===== config.mk =====
export PLATFORM = sky130hd
export DESIGN_NAME = stim_recorder
export DESIGN_NICKNAME = d
export VERILOG_FILES = /design/src/rtl/stim_recorder.sv
export SDC_FILE = /design/constraint.sdc
export NUM_CORES = 1
export LEC_CHECK = 0
export BUFFER_PORTS_ARGS = -buffer_cell sky130_fd_sc_hd__buf_4
export CAP_MARGIN = 10
export CELL_PAD_IN_SITES_DETAIL_PLACEMENT = 1
export CELL_PAD_IN_SITES_GLOBAL_PLACEMENT = 1
export CORE_MARGIN = 1.5
export CORE_UTILIZATION = 29
export CTS_CLUSTER_DIAMETER = 100
export DETAILED_ROUTE_END_ITERATION = 16
export PLACE_DENSITY = 0.54
export SYNTH_ARGS = -nofsm -noshare
export SYNTH_HDL_FRONTEND = slang
export SYNTH_SLANG_ARGS = --single-unit

===== constraint.sdc =====
create_clock -name clock -period 2.5 [get_ports clock]
set_input_delay 0.5 -clock clock [delete_from_list [all_inputs] [get_ports clock]]
set_output_delay 0.5 -clock clock [all_outputs]
set_load 0.1 [all_outputs]

===== src/rtl/stim_recorder.sv =====
// Stimulus trace recorder: captures {out, obs, data} samples into a small RAM,
// then replays them once over a valid/ready readout port.
module stim_recorder #(
    parameter int DATA_W = 8,
    parameter int DEPTH  = 16,
    localparam int REC_W = DATA_W + 2,
    localparam int AW    = $clog2(DEPTH)
) (
    input  logic              clock,
    input  logic              reset,
    input  logic              cap_en,
    input  logic [DATA_W-1:0] cap_data,
    input  logic              cap_obs,
    input  logic              cap_out,
    input  logic              dump_req,
    input  logic              clear,
    output logic              rd_valid,
    input  logic              rd_ready,
    output logic [REC_W-1:0]  rd_data,
    output logic [AW-1:0]     rd_idx,
    output logic [AW:0]       count,
    output logic              overflow,
    output logic              done
);

    typedef enum logic [1:0] {IDLE, CAPTURE, DUMP, DONE} state_t;

    localparam logic [AW:0] DEPTH_C = (AW+1)'(DEPTH);
    localparam logic [AW:0] ONE_C   = (AW+1)'(1);

    state_t            state, state_nxt;
    logic [REC_W-1:0]  mem [DEPTH];
    logic [AW:0]       rd_ptr;
    logic              cap_take;
    logic              wr_en;
    logic              rd_fire;
    logic              last_fire;

    // dump_req outranks cap_en, so a sample on the dump edge is never stored
    assign cap_take  = (state == IDLE || state == CAPTURE) && !dump_req && cap_en;
    assign wr_en     = cap_take && (count != DEPTH_C);
    assign rd_valid  = (state == DUMP) && (count != '0);
    assign rd_fire   = rd_valid && rd_ready;
    assign last_fire = rd_fire && (rd_ptr == count - ONE_C);
    assign done      = (state == DONE);
    assign rd_idx    = rd_ptr[AW-1:0];
    assign rd_data   = mem[rd_ptr[AW-1:0]];

    always_ff @(posedge clock or posedge reset) begin
        if (reset) state <= IDLE;
        else       state <= state_nxt;
    end

    always_comb begin
        state_nxt = state;
        case (state)
            IDLE: begin
                if (dump_req)    state_nxt = DUMP;
                else if (cap_en) state_nxt = CAPTURE;
            end
            CAPTURE: if (dump_req) state_nxt = DUMP;
            DUMP: begin
                if (count == '0 || last_fire) state_nxt = DONE;
            end
            DONE: if (clear) state_nxt = IDLE;
            default: state_nxt = IDLE;
        endcase
    end

    always_ff @(posedge clock or posedge reset) begin
        if (reset) begin
            count    <= '0;
            overflow <= 1'b0;
            rd_ptr   <= '0;
        end else begin
            if (wr_en) count <= count + ONE_C;
            if (cap_take && count == DEPTH_C) overflow <= 1'b1;
            if (state != DUMP && state_nxt == DUMP) rd_ptr <= '0;
            // pointer is one bit wider than the index so it never wraps to a stale entry
            if (rd_fire) rd_ptr <= rd_ptr + ONE_C;
            if (state == DONE && clear) begin
                count    <= '0;
                overflow <= 1'b0;
                rd_ptr   <= '0;
            end
        end
    end

    always_ff @(posedge clock) begin
        if (wr_en) mem[count[AW-1:0]] <= {cap_out, cap_obs, cap_data};
    end

endmodule


==> impl_results.md, run 1 <==
* Placed Area at 8090 sq um
* Combinational power share at 0.368
* CP max-delay cell: mux4_2
* RSZ-0062 raised after global routing: yes
* Count of cell types in the netlist at 47
* Flop pwr share at 0.354
* Longest Clk Path Bufs at 2
* Nets at 512
* Status: finished with violations
* Delay-heaviest family, CP: buffers and inverters
* Cell Chain, Critical Path: buf_12 -> buf_12 -> mux4_2 -> a22oi_1 -> nand2_1 -> buf_8
* Pre-antenna DRT Iters at 4
* Syn_area_per_cell at roughly 18 sq um
* Cell internal pwr at roughly 0.006 W
* Critical Path RT at about 2000 ps
* Buffer and inverter count on the worst path at 3
* Largest net degree at the start of global routing at 25
* Post-layout instance area at between 9000 and 10000 sq um
* Worst Setup End Kind: primary output
* Synth warn at 0
* CTS Sinks at roughly 170
* Post-synth EDFFs at between 150 and 200
* Top-area cell type share of the netlist area at 0.667
* Maximum clock rate at around 360 MHz
* Sw power at ~0.0035 W
* Antenna violations before repair at 0
* Drt total wl at between 15000 and 20000 microns
* Power Total at ~0.0096 W
* Max_slew headroom at 0.624
* Area occupied by registers at 5140 sq um
* Routed Antenna Nets at 0
* Residual DRC at 0
* Clk slew on worst S/H paths at roughly 70 ps
* Remaining Overflow, GRT at 0
* Slew @ Worst Pin at roughly 560 ps
* Placed wire-length estimate at around 11000 microns
* Critical path arrival at between 2000 and 2500 ps
* Inserted Diodes at 0
* Fin. Hold Viols at 0
* CTS H-tree lvls at 4
* Post-synthesis cell count at a little over 400
* Max cap viols at 0
* Fin crit share at 1.10
* Worst Skew at about 10 ps
* Iter 0 DRT Violations at ~250
* Total track usage at 0.138
* IO Count at 38
* Die H at roughly 160 microns
* Mapped Nets at between 400 and 500
* Via count at approximately 4000
* P_leak at 3.11 nW
* DIE AREA at about 26000 sq um
* Skew-Pair Late Insertion Delay at approximately 440 ps
* Crit-path max FO at 10
* CTS tree: yes
* Failing checks: setup timing
* Most common cell after layout, fill and taps aside: edfxtp_1
* WL/cell at around 21 microns
* Register area share after synthesis at 0.712
* Via count of the first global-routing pass at 4209
* Area of the multi-input gates at slightly above 2000 sq um
* Most frequent cells in the layout: edfxtp_1 (160), buf_4 (65), mux2i_1 (40)
* Final worst setup slack at -251 ps
* Clock power frac at 0.278
* Vias/cell at just under 5
* PwrDens at roughly 1000 nW/um^2
* First-pass GRT wire length at 26200 microns
* Yosys reg bits at about 170
* Mapped Area at approximately 7200 sq um
* Tmin final at 2750 ps
* FP Rows at 57
* Core area at around 24000 sq um
* Worst setup SP type: flip-flop
* CTS buffer count at 17
* RePlAce Congestion at ~0.75
* Filler cell count at between 2000 and 2500
* Hold Path Class: in2async
* Max stage delay on crit path at about 500 ps
* Asr flop ratio synth at 0.0751
* Root Driver: clkbuf_16
* Layout cell share with drive strength beyond 1 at 0.360
* Post-synth top flop: edfxtp_1
* Peak supply drop at about 450 uV
* Worst Hold Slack at roughly 120 ps
* Crit path top cell by count: buf_12
* Slew Viols, Final at 0
* Kind of critical path: reg2out
* Endpoints failing setup at 10
* Synth area leaders: edfxtp_1 (67%), mux4_2 (6.3%), mux2i_1 (6.0%)
* IO buf count at 37
* Initial Utilization at 0.296
* Synth-to-Final Area Change at 26.7%
* Switching share of power at 0.364
* Die width at approximately 160 microns
* Post-synth top area cell: edfxtp_1
[cells by family (layout without fill, tap and decap cells)]
family	count (synthesis)	in the layout	share of synthesized area
compound gates	58	58	0.0634
fa+ha+maj	6	6	0.0104
simple gates	66	66	0.0528
xor+xnor	10	10	0.0122
flops	173	173	0.712
mux	63	63	0.122
buf+inv	33	127	0.0266
[state kept, by name, indices dropped and copies added (netlist names)]
signal,flops
mem,160
count,5
rd_ptr,5
state,2
overflow,1
[power groups by stage]
stage / clock, W / sequential [W] / combinational [W]
after floorplan: 0 / 0.00351 / 0.00214
after global placement: 0 / 0.00345 / 0.00290
after detailed placement: 0 / 0.00346 / 0.00291
after CTS: 0.00271 / 0.00339 / 0.00323
after global routing: 0.00281 / 0.00339 / 0.00371
final: 0.00265 / 0.00338 / 0.00352
[repair_timing]
action | in CTS | in global routing
setup endpoints to repair | 11 | 10
buffers inserted | 3 | 2
pin swaps | 0 | 18
resized for setup | 49 | 24
gates cloned | 0 | 4
hold buffers | 0 | 0
[per-layer routing]
metal / track usage / share of wire / wire [microns]
met5: 0 / 0 / 0
met4: 0.0497 / 0.013 / 225
met3: 0.0253 / 0.020 / 338
met2: 0.223 / 0.51 / 8650
met1: 0.185 / 0.46 / 7910
[final timing paths]
path	endpoint	from	slack, ps	cells after the start
max reg2reg	rd_ptr[3]$_DFFE_PP0P_	count[0]$_DFFE_PP0P_	430	7
min reg2reg	overflow$_DFFE_PP0P_	overflow$_DFFE_PP0P_	540	2
max	rd_data[1]	rd_ptr[0]$_DFFE_PP0P_	-250	6
min in group clock	mem[1][1]$_DFFE_PP_	cap_data[1]	380	1
max in group asynchronous	rd_ptr[0]$_DFFE_PP0P_	reset	1960	2
min	state[1]$_DFF_PP0_	reset	120	2
[layout make-up]
class / instances / share of cell area
repair buffers: 88 / 0.0996
inverters: 7 / 0.00288
multi-input cells: 203 / 0.225
flip-flops and latches: 173 / 0.563
clock buffers: 17 / 0.0466
clock inverters: 15 / 0.0185
well taps: 324 / 0.0444
[cell usage after synthesis (2+ instances only)]
cell type  count
a22oi_1       10
and2_1        12
nor3_1         2
buf_6          4
mux2i_1       43
nand4_1        2
ha_1           6
or3b_4         2
buf_4          8
mux4_2        20
nand2_1       16
o41ai_1        2
xor2_1         5
edfxtp_1     160
nand2b_1       2
a21oi_1        2
xnor2_1        5
nor2b_1        2
o21ai_0       12
and3_1         5
inv_1          7
dfrtp_1       13
nor2_1        13
buf_2          6
clkbuf_1       7
nor3b_1        3
a221oi_1      20
[per-stage QoR]
step / utilization / worst slack, ps / std cells / setup TNS [ps]
2_1_floorplan: - / 18.4 / 409 / 0
3_3_place_gp: 0.333 / 73.8 / 786 / 0
3_5_place_dp: 0.333 / 37.4 / 786 / 0
4_1_cts: 0.367 / -276 / 821 / -2430
5_1_grt: 0.375 / -348 / 827 / -3020
6_report: 0.375 / -251 / 827 / -2140
Note: power is estimated with default switching activity, not from simulation.
==> inputs of run 2 (changes only) <==
--- a/config.mk
+++ b/config.mk
@@ -10,9 +10,10 @@
 export CELL_PAD_IN_SITES_DETAIL_PLACEMENT = 1
 export CELL_PAD_IN_SITES_GLOBAL_PLACEMENT = 1
-export CORE_MARGIN = 1.5
+export CORE_MARGIN = 1
 export CORE_UTILIZATION = 29
 export CTS_CLUSTER_DIAMETER = 100
 export DETAILED_ROUTE_END_ITERATION = 16
 export PLACE_DENSITY = 0.54
+export SKIP_LAST_GASP = 1
 export SYNTH_ARGS = -nofsm -noshare
 export SYNTH_HDL_FRONTEND = slang
==> constraint.sdc (replaced) <==
create_clock -name clock -period 2.5 [get_ports clock]
set_input_delay 0.5 -clock clock [delete_from_list [all_inputs] [get_ports clock]]
set_output_delay 0.5 -clock clock [all_outputs]
set_load 0.02 [all_outputs]
==> run 2 against run 1 <==
  * Cell count decreased by 0.73%
  * Clock power shrank 2%
  * Critical path depth did not move
  * Largest power group is now sequential cells
  * The run still ends with setup timing left
  * Global-route usage is 1.3 points higher
  * Largest cell class unchanged
  * Maximum frequency grew 1.6%
  * Die area is 1.2% lower
  * Sequential power hardly changed
==> impl_results.md, run 2 (synthesized netlist as in run 1, its figures left out) <==
* IO Count at 38 (unchanged)
* Critical path arrival at 2210 ps (-40 ps)
* Post-CTS Hold Buffers at 0 (unchanged)
* Cell internal pwr at 0.00585 W (-3.7%)
* IO buf count at 37 (unchanged)
* Die H at 160 microns (-0.62%)
* Max_slew headroom at 0.570 (-0.0542)
* CTS Sinks at 173 (unchanged)
* Initial Utilization at 0.296 (unchanged)
* Reg2reg end: rd_ptr[3]$_DFFE_PP0P_
* R2R depth at 7 (unchanged)
* Largest net degree at the start of global routing at 21 (-16%)
* Remaining Overflow, GRT at 0 (unchanged)
* Worst slack, placed at 74.3 ps (+36.9 ps)
* Routed Antenna Nets at 0 (unchanged)
* PwrDens at 945 nW/um^2 (-9.7%)
* Nets at 506 (-1.2%)
* Skew-Pair Late Insertion Delay at 430 ps (about the same)
* CTS tree: yes
* Crit-path max FO at 6 (-4)
* Root Driver: clkbuf_16
* Critical Path RT at 2000 ps (about the same)
* First-pass GRT wire length at 28000 microns (+6.6%)
* Via count at 4030 (+0.67%)
* Power Total at 0.00843 W (-12%)
* Drt total wl at 17900 microns (+4.7%)
* Die width at 160 microns (-0.62%)
* Slew Viols, Final at 0 (unchanged)
* CTS buffer count at 17 (unchanged)
* Endpoints failing setup at 10 (unchanged)
* WL/cell at 21.8 microns (+5.5%)
* R2R Setup Slk at 390 ps (-40 ps)
* Pre-antenna DRT Iters at 4 (unchanged)
* Fin. Hold Viols at 0 (unchanged)
* DIE AREA at 25500 sq um (-1.2%)
* CTS H-tree lvls at 4 (unchanged)
* Worst Skew at 10.6 ps (+0.147 ps)
* Total track usage at 0.150 (+0.0127)
* Status: finished with violations
* Setup TNS at -1640 ps (+500 ps)
* Via count of the first global-routing pass at 4337 (+3.0%)
* Most common cell after layout, fill and taps aside: edfxtp_1
* Switching share of power at 0.306 (-0.0574)
* FP Rows at 57 (unchanged)
* Max reg flops at 160 (unchanged)
* Max cap viols at 0 (unchanged)
* Slew @ Worst Pin at 645 ps (+81.2 ps)
* Tmin final at 2710 ps (-42.6 ps)
* Failing checks: setup timing
* Inserted Diodes at 0 (unchanged)
* Iter 0 DRT Violations at 191 (-23%)
* Placed wire-length estimate at 11600 microns (+2.7%)
* RePlAce Congestion at 0.768 (+2.5%)
* Fin crit share at 1.08 (-0.0171)
* Maximum clock rate at 369 MHz (+1.6%)
* Most frequent cells in the layout: edfxtp_1 (160), buf_4 (66), mux2i_1 (42)
* Worst R2R Start: count[1]$_DFFE_PP0P_
* Clk slew on worst S/H paths at 70 ps (about the same)
* Worst setup SP type: flip-flop
* Combinational power share at 0.294 (-0.074)
* Core area at 24300 sq um (unchanged)
* Residual DRC at 0 (unchanged)
* Longest Clk Path Bufs at 2 (unchanged)
* P_leak at 3.04 nW (-2.3%)
* Kind of critical path: reg2out
* Layout cell share with drive strength beyond 1 at 0.330 (-0.0299)
* Peak supply drop at 450 uV (-0.53%)
* Worst Setup End Kind: primary output
* Final worst setup slack at -209 ps (+42.6 ps)
* RSZ-0062 raised after global routing: yes
* Hold Path Class: in2async
* Flop pwr share at 0.399 (+0.045)
* Synth-to-Final Area Change at 23.9%
* Clock power frac at 0.307 (+0.029)
* Antenna violations before repair at 0 (unchanged)
* Vias/cell at 4.91 (+1.4%)
* Sw power at 0.00258 W (-26%)
[run 2: cell types whose count changed in the layout (fill, tap and decap cells not counted), moves of 2 or more]
cell / previous run / this run
nand2_1: 10 / 13
clkinv_4: 1 / 3
nand2_2: 6 / 3
dfrtp_1: 9 / 12
buf_16: 0 / 3
clkbuf_16: 20 / 17
dfrtp_2: 3 / 0
buf_6: 4 / 8
mux2i_1: 40 / 42
clkinv_8: 2 / 0
o21ai_0: 7 / 9
buf_12: 14 / 4
mux2i_2: 3 / 1
[run 2: cell type report]
type,count,area (sq um)
fillers,2412,15400
clock inverters,15,150
inverters,7,26.3
flip-flops and latches,173,5130
clock buffers,17,425
repair buffers,82,763
multi-input cells,203,2020
well taps,324,405
[run 2: worst max path at each step]
stage	startpoint	to	slack, ps	cells after the start
global route	rd_ptr[0]$_DFFE_PP0P_	rd_data[4]	-300	7
CTS	rd_ptr[0]$_DFFE_PP0P_	rd_data[4]	-230	7
detailed placement	rd_ptr[0]$_DFFE_PP0P_	rd_data[5]	70	7
finish	rd_ptr[0]$_DFFE_PP0P_	rd_data[0]	-210	6
global placement	rd_ptr[0]$_DFFE_PP0P_	rd_data[5]	90	7
floorplan	count[0]$_DFFE_PP0P_	mem[0][0]$_DFFE_PP_	210	4
[run 2: stage by stage]
| stage | area [sq um] | util | hold WS (ps) | std cells |
|---|---|---|---|---|
| after floorplan | 7200 | - | 377 | 409 |
| after global placement | 8040 | 0.331 | 503 | 781 |
| after detailed placement | 8040 | 0.331 | 551 | 781 |
| after CTS | 8870 | 0.365 | 156 | 820 |
| after global routing | 8920 | 0.367 | 181 | 821 |
| final | 8920 | 0.367 | 151 | 821 |
[run 2: layer usage]
metal  track usage  share of wire  vias to the layer above  wire length (microns)
met1         0.196           0.45                     2166                   8060
met2         0.253           0.51                       52                   9220
met3        0.0300          0.027                       15                    488
met4        0.0446         0.0086                        0                    155
li1              -              -                     1797                      -
met5             0              0                        -                      0
[run 2: repair_timing]
action,in CTS,in global routing
gates resized for setup,34,10
cloned,2,0
setup buffers,5,1
hold endpoints to repair,0,0
setup endpoints to repair,10,11
pin swaps,20,6
[run 2: power by group through the flow]
stage / Combinational [W] / Sequential, W / Clock, W
after floorplan: 0.00142 / 0.00340 / 0
after global placement: 0.00211 / 0.00341 / 0
after detailed placement: 0.00213 / 0.00341 / 0
after CTS: 0.00246 / 0.00336 / 0.00267
after global routing: 0.00266 / 0.00338 / 0.00275
final: 0.00248 / 0.00336 / 0.00259
[run 2: worst max-delay path, cell delays in order (launching register included)]
cell and delay (ps):
dfrtp_4 520, buf_12 160, buf_8 130, mux4_2 520, a22oi_2 210, nand2_2 100
buf_6 140
